===== src/rtl/fifo_word_unloader.sv =====
// Pops 32-bit words from a synchronous FIFO and streams them out as BWIDTH-bit chunks,
// most-significant chunk first, on a valid/ready interface.
module fifo_word_unloader #(
  parameter int FWIDTH = 32,
  parameter int BWIDTH = 8,
  parameter int CWIDTH = 16
) (
  input  logic              Clk,
  input  logic              Rst,
  input  logic              En,
  input  logic [FWIDTH-1:0] F_Data,
  input  logic              F_EmptyN,
  output logic              FOutN,
  output logic [BWIDTH-1:0] Chunk_Out,
  output logic              Chunk_Valid,
  input  logic              Chunk_Ready,
  output logic              Word_Last,
  output logic              Busy,
  output logic [CWIDTH-1:0] Word_Count
);

  localparam int NCHUNK = FWIDTH / BWIDTH;
  localparam int IWIDTH = (NCHUNK > 1) ? $clog2(NCHUNK) : 1;
  localparam logic [IWIDTH-1:0] LASTIDX = IWIDTH'(NCHUNK - 1);

  typedef enum logic [0:0] {
    IDLE  = 1'b0,
    SHIFT = 1'b1
  } state_t;

  state_t              state_r, stateNext_s;
  logic [FWIDTH-1:0]   shReg_r, shRegNext_s;
  logic [IWIDTH-1:0]   idx_r, idxNext_s;
  logic [CWIDTH-1:0]   wordCount_r, wordCountNext_s;
  logic                accept_s;
  logic                lastAccept_s;
  logic                pop_s;

  // Handshake and pop decode; a pop may coincide with acceptance of the last chunk.
  always_comb begin
    accept_s     = (state_r == SHIFT) & Chunk_Ready;
    lastAccept_s = accept_s & (idx_r == LASTIDX);
    pop_s        = ~Rst & En & F_EmptyN & ((state_r == IDLE) | lastAccept_s);
  end

  // Next-state logic for the FSM, shift register, chunk index and word counter.
  always_comb begin
    stateNext_s     = state_r;
    shRegNext_s     = shReg_r;
    idxNext_s       = idx_r;
    wordCountNext_s = wordCount_r;
    case (state_r)
      IDLE: begin
        if (pop_s) begin
          shRegNext_s = F_Data;
          idxNext_s   = {IWIDTH{1'b0}};
          stateNext_s = SHIFT;
        end else begin
          stateNext_s = IDLE;
        end
      end
      SHIFT: begin
        if (lastAccept_s) begin
          wordCountNext_s = wordCount_r + CWIDTH'(1);
          if (pop_s) begin
            shRegNext_s = F_Data;
            idxNext_s   = {IWIDTH{1'b0}};
            stateNext_s = SHIFT;
          end else begin
            stateNext_s = IDLE;
          end
        end else if (accept_s) begin
          shRegNext_s = shReg_r << BWIDTH;
          idxNext_s   = idx_r + IWIDTH'(1);
        end else begin
          stateNext_s = SHIFT;
        end
      end
      default: begin
        stateNext_s = IDLE;
        idxNext_s   = {IWIDTH{1'b0}};
      end
    endcase
  end

  // State registers with synchronous reset; a reset discards any word in flight.
  always_ff @(posedge Clk) begin
    if (Rst) begin
      state_r     <= IDLE;
      shReg_r     <= {FWIDTH{1'b0}};
      idx_r       <= {IWIDTH{1'b0}};
      wordCount_r <= {CWIDTH{1'b0}};
    end else begin
      state_r     <= stateNext_s;
      shReg_r     <= shRegNext_s;
      idx_r       <= idxNext_s;
      wordCount_r <= wordCountNext_s;
    end
  end

  assign FOutN       = ~pop_s;
  assign Chunk_Valid = (state_r == SHIFT);
  assign Busy        = (state_r == SHIFT);
  assign Chunk_Out   = (state_r == SHIFT) ? shReg_r[FWIDTH-1 -: BWIDTH] : {BWIDTH{1'b0}};
  assign Word_Last   = (state_r == SHIFT) & (idx_r == LASTIDX);
  assign Word_Count  = wordCount_r;

endmodule

===== config.mk =====
export PLATFORM = sky130hd
export DESIGN_NAME = fifo_word_unloader
export DESIGN_NICKNAME = d
export VERILOG_FILES = /design/src/rtl/fifo_word_unloader.sv
export SDC_FILE = /design/constraint.sdc
export NUM_CORES = 1
export LEC_CHECK = 0
export BUFFER_PORTS_ARGS = -buffer_cell sky130_fd_sc_hd__buf_4
export CORE_ASPECT_RATIO = 1.25
export CORE_MARGIN = 4
export CORE_UTILIZATION = 46
export DETAILED_ROUTE_END_ITERATION = 7
export GPL_ROUTABILITY_DRIVEN = 0
export PLACE_DENSITY = 0.87
export RECOVER_POWER = 25
export SYNTH_ARGS = -nofsm -noshare
export SYNTH_HDL_FRONTEND = slang
export SYNTH_SLANG_ARGS = --single-unit

===== constraint.sdc =====
create_clock -name Clk -period 1.46 [get_ports Clk]
set_input_delay 0.292 -clock Clk [delete_from_list [all_inputs] [get_ports Clk]]
set_output_delay 0.292 -clock Clk [all_outputs]
set_load 0.005 [all_outputs]

==> out/metrics.cfg, run 1 <==
[status]
outcome = complete, but fails checks
violations = negative setup slack

[pwr]
seqPwrFrac_pct = 48.6
p_int_w = 0.002285
power.density_nw_per_um2 = 875.7
swShare_pct = 26.79
p_leak_nw = 1.464
irDropWorstVdd_mv = 0.7796
power_switching_w = 0.0008363
combPwrFrac_pct = 18.5
p_clk_share_pct = 32.9

[sta]
rsz0062_at_grt = yes
report.final.slew_viol_count = 0
layout_setup_ws_ps = -208.5
period_share_pct = 114.3
setup_viol = 42
finalHoldViolCount = 0
skew_ps = 7.736
tightest_slew_ps = 596.3
max_freq_mhz = 599.3
post-route-min-period_ps = 1669
slew_headroom_pct = 60.25

[setup_path]
critPathKind = flip-flop to flip-flop
cp.required_ps = 1700
worstPathMaxFanout = 5
r2r_start = idx_r[1]
worst_ep_arrival_time_ps = 1910
path_buf_inv = 1
crit_chain = ha_4, buf_4, and3_4, nand2_4, or4_1, a21oi_2
endpoint_kind = flip-flop
crit_path_start = idx_r[1]
cp_slowest_cell = or4_1
cpLargestDelayFamily = simple AND/OR/NAND/NOR gates
cp_slowest_stage_delay_ps = 490
start_kind = flip-flop

[detailed_routing]
drc = 0
detail-route-antenna-nets = 0
num_vias = 2335
drt_iter0_drc = 83
drt-wirelength-per-cell_um = 19.77
via_per_inst = 5.926
dr.pass1.iters = 4
wirelength_um = 7789

[grt]
overflow = 0
grt_max_degree = 50
antenna_found_initial = 0
first_global_vias = 2404
grt_usage_pct = 24.38
grt_pass1_wl_um = 11710

[cells_and_area]
fin_cells = 394
utilization_pct = 78.75
fin_nets = 374
drive_gt1_share_pct = 53.57
syn2layout_area_growth_pct = 62.34
antenna_cells = 0

[synth]
avgSynthCellArea_um2 = 9.036
synth_edf_count = 0
synthArstFlopShare_pct = 0
syn-cell-area_um2 = 2196
synth_nets = 282
ys_seq_area_share_pct = 46.50
ys_ff_latch = 51
ys_warn_count = 0
synthesis.instances = 243
synthFlopType = dfxtp_1
yosys.cell_types.count = 40

[worst_hold_path]
min_from = Rst
hold_class = input pin to flip-flop

[die]
core.rowCount = 27
design.core.area_um2 = 4527
start_util_pct = 48.51
die_y_um = 85.25
die_x_um = 69.80
dieArea_um2 = 5950
num_io_pins = 65

[clocking]
clk_latency_ps = 310
clockRootBuffer = clkbuf_8
clkSinkCount = 51
cts_inserted_buffers = 5
h-tree-depth = 2
cts_tree = done
postCtsHoldBufs = 0
clk_pin_slew_ps = 100
cts_buffer_depth = 2

[job]
cap_violations = 0

[placed_design]
pre_cts_ws_ps = -113.7
post-dp-hpwl_um = 4097
dp_cells = 371
io_buffers = 64

-- power groups by stage --
stage	sequential (W)	combinational [W]	clock (W)
after global routing	0.00152	0.000613	0.00109
after floorplan	0.00152	0.000220	0
after global placement	0.00153	0.000375	0
after CTS	0.00150	0.000494	0.00102
final	0.00152	0.000578	0.00103
after detailed placement	0.00153	0.000385	0
-- logic make-up (layout without fill, tap and decap cells) --
kind of cell | after synthesis | after routing | synth area share [%]
simple gates | 84 | 84 | 20.34
flops | 51 | 51 | 46.50
mux | 1 | 1 | 0.4559
compound gates | 75 | 76 | 23.19
xor+xnor | 9 | 9 | 3.590
fa+ha+maj | 2 | 2 | 1.139
buf+inv | 21 | 113 | 4.786
-- area by class of cell --
class                      instances  area (um2)
tap                               58       72.57
clock inverter                     3       47.55
fill                             282       962.2
inverter                           2       7.507
timing repair buffer             103       920.9
multi-input combinational        172        1415
sequential                        51        1032
clock buffer                       5       68.82
-- placed cells by master (no fill, tap or decap), types with 2 or more instances in the layout --
cell      instances
nand4_1           4
ha_4              2
a22oi_2           7
dfxtp_2           6
o21ai_0           2
o31ai_1           4
nand2_4           3
clkbuf_8          5
nand3_2           3
and3_4            2
buf_4            79
xor2_1            7
a21oi_2           4
a211oi_1         14
dfxtp_1          44
o22ai_2          10
or3_1             2
or4_4             2
a21oi_1           4
nand3_1           2
or4_1             2
buf_6             9
o21ai_4           2
o22ai_1          12
and2_1            8
clkbuf_4          6
buf_16            3
a211oi_2         10
nand2_1           2
nor2_2            2
buf_12            4
nor2_1           42
o22ai_4           2
-- cell usage after synthesis, types with 5 or more instances --
cell	count	area, um2
nor2_1	44	165.2
xor2_1	8	70.07
nand3_1	5	25.02
buf_2	6	30.03
a211oi_1	24	180.2
clkbuf_1	9	33.78
and2_1	9	56.30
dfxtp_1	51	1021
a22oi_1	8	60.06
o22ai_1	24	150.1
a21oi_1	8	40.04
-- metal layers --
layer,track usage [%],routed length [um],share of wire (%)
met5,0,0,0
met4,10.45,229,2.9
met3,5.213,423,5.4
met2,44.80,4120,53
met1,26.75,3015,39
-- timing repair --
| action | CTS | global route |
|---|---|---|
| endpoints found under the hold margin | 0 | 0 |
| pin swaps | 25 | 20 |
| setup endpoints to repair | 41 | 52 |
| gates cloned | 3 | 1 |
| setup buffers | 8 | 3 |
| resized for setup | 34 | 41 |
-- sequential cells by signal (all words and copies together) (netlist names) --
register	count
shReg_r	32
idx_r	2
Busy	1
Word_Count	16
-- final timing paths --
| kind | depth (start not counted) | slack, ps | end |
|---|---|---|---|
| min | 2 | 210 | idx_r[0] |
| min reg2reg | 2 | 500 | Word_Count[15] |
| max reg2reg | 6 | -210 | Word_Count[12] |
| max | 6 | -210 | Word_Count[12] |
-- per-stage QoR --
stage | power [W] | area [um2] | hold slack [ps] | TNS, ps
floorplan | 0.001742 | 2241 | 452.8 | 0
global placement | 0.001903 | 2922 | 468.6 | -102.3
detailed placement | 0.001916 | 2922 | 490.2 | -1606
CTS | 0.003017 | 3343 | 195.8 | -3128
global route | 0.003226 | 3565 | 207.4 | -7270
finish | 0.003122 | 3565 | 207.8 | -4491
(Power assumes the default switching activity.)
==> inputs of run 2 (changes only) <==
- SKIP_LAST_GASP: unset -> 1
==> run 2 against run 1 <==
  * The flow still finishes with violations (negative setup slack)
  * Sequential power about the same
  * Fmax fell by 2.5%
  * Via count hardly changed
  * Die area stayed put
  * Final cell count is 0.25% lower
  * Clock-buffer cell count is the same
  * Clock skew increased by 4.9 ps
  * Register-to-register slack got worse by 40 ps
  * Highest routed layer unchanged
  * Combinational power is 2% higher
==> out/metrics.cfg, run 2 (synthesis results as in run 1) <==
[job]
cap_violations = 0

[die]
num_io_pins = 65
die_x_um = 69.80
design.core.area_um2 = 4527
dieArea_um2 = 5950
die_y_um = 85.25
start_util_pct = 48.51
core.rowCount = 27

[grt]
grt_pass1_wl_um = 11210
grt_usage_pct = 23.30
antenna_found_initial = 0
first_global_vias = 2310
overflow = 0
grt_max_degree = 50

[setup_path]
cp_slowest_stage_delay_ps = 350
cp_slowest_cell = dfxtp_2
crit_path_start = idx_r[1]
worst_ep_arrival_time_ps = 1920
rr_worst_depth = 9
cp.required_ps = 1670
path_buf_inv = 4
worstSetupEndpoint = shReg_r[21]
cpLargestDelayFamily = buffers and inverters
endpoint_kind = flip-flop
critPathKind = flip-flop to flip-flop
worstPathMaxFanout = 5
r2r_start = idx_r[1]
start_kind = flip-flop
crit_chain = ha_4, buf_4, buf_6, nor2b_4, o21a_4, buf_12, buf_16, nor2_1, a211oi_1
reg2reg_to = shReg_r[21]
rrSetupSlack_ps = -250
cp_num_cells = 9

[cells_and_area]
syn2layout_area_growth_pct = 59.66
regMostFlops = shReg_r
fin_nets = 373
design_area_um2 = 3506
layout_commonest_cell = buf_4
largest_reg_flops = 32
antenna_cells = 0
drive_gt1_share_pct = 49.85
fin_cells = 393
mostFrequentLayoutCells = buf_4 (79), dfxtp_1 (44), nor2_1 (42)

[clocking]
postCtsHoldBufs = 0
cts_buffer_depth = 2
cts_inserted_buffers = 5
h-tree-depth = 2
cts_tree = done
clkSinkCount = 51
clk_latency_ps = 310
clk_pin_slew_ps = 100
clockRootBuffer = clkbuf_8

[sta]
setup_viol = 46
slew_headroom_pct = 60.15
finalHoldViolCount = 0
skew_ps = 12.65
layout_setup_ws_ps = -251.0
post-route-min-period_ps = 1711
holdWs_ps = 201.7
tightest_slew_ps = 597.7
report.final.slew_viol_count = 0
period_share_pct = 117.2
max_freq_mhz = 584.5
rsz0062_at_grt = yes

[pwr]
irDropWorstVdd_mv = 0.8544
power.density_nw_per_um2 = 892.9
p_leak_nw = 1.433

[detailed_routing]
drt-wirelength-per-cell_um = 18.89
detail-route-antenna-nets = 0
drc = 0
via_per_inst = 5.939
dr.pass1.iters = 4
wirelength_um = 7422
drt_iter0_drc = 155
num_vias = 2334

[placed_design]
io_buffers = 64
dp_cells = 371
post-dp-hpwl_um = 4097
dpl_cell_area_um2 = 2922
pre_cts_ws_ps = -113.7

[status]
violations = negative setup slack
outcome = complete, but fails checks

[worst_hold_path]
hold_class = input pin to flip-flop

==> run 2: cell types whose count changed in the layout (fill, tap and decap cells not counted), sizes merged <==
cell,change
clkbuf,+1
buf,-2
==> run 2: metal layers <==
layer / routed length [um] / global-route usage [%]
met1: 2899 / 25.89
met2: 3941 / 43.68
met3: 442 / 4.858
met4: 139 / 7.666
met5: 0 / 0
==> run 2: power by group <==
| group | switching [W] | total (W) | internal [W] |
|---|---|---|---|
| registers | 0.0000520 | 0.00151 | 0.00146 |
| logic | 0.000277 | 0.000587 | 0.000310 |
| clock network | 0.000509 | 0.00103 | 0.000520 |
| total | 0.000838 | 0.00313 | 0.00229 |
==> run 2: cell type report <==
class                      count  area [um2]
multi-input combinational    172        1361
fill                         287        1021
timing repair buffer         102       915.9
tap                           58       72.57
clock buffer                   5       68.82
inverter                       2       7.507
clock inverter                 3       47.55
sequential                    51        1032
==> run 2: how the worst min path moves through the flow <==
stage,startpoint,endpoint,slack [ps],cells past startpoint
after floorplan,F_Data[0],shReg_r[0],450,2
after global placement,Word_Count[15],Word_Count[15],470,2
after detailed placement,shReg_r[25],shReg_r[25],490,2
after CTS,Rst,idx_r[1],200,2
after global routing,Rst,idx_r[1],190,2
final,Rst,idx_r[1],200,2
==> run 2: per-stage QoR <==
stage / util [%] / total power (W) / setup TNS (ps)
5_1_grt: 77.45 / 0.003238 / -7828
6_report: 77.45 / 0.003130 / -4775
4_1_cts: 73.33 / 0.003015 / -3452
3_5_place_dp: 64.54 / 0.001916 / -1606
3_3_place_gp: 64.54 / 0.001903 / -102.3
2_1_floorplan: - / 0.001742 / 0
==> run 2: what timing repair did <==
action                     4_1_cts  5_1_grt
gates cloned                     3        2
setup endpoints to repair       41       58
pin swaps                       19       18
setup buffers                    8        1
gates resized for setup         28       33
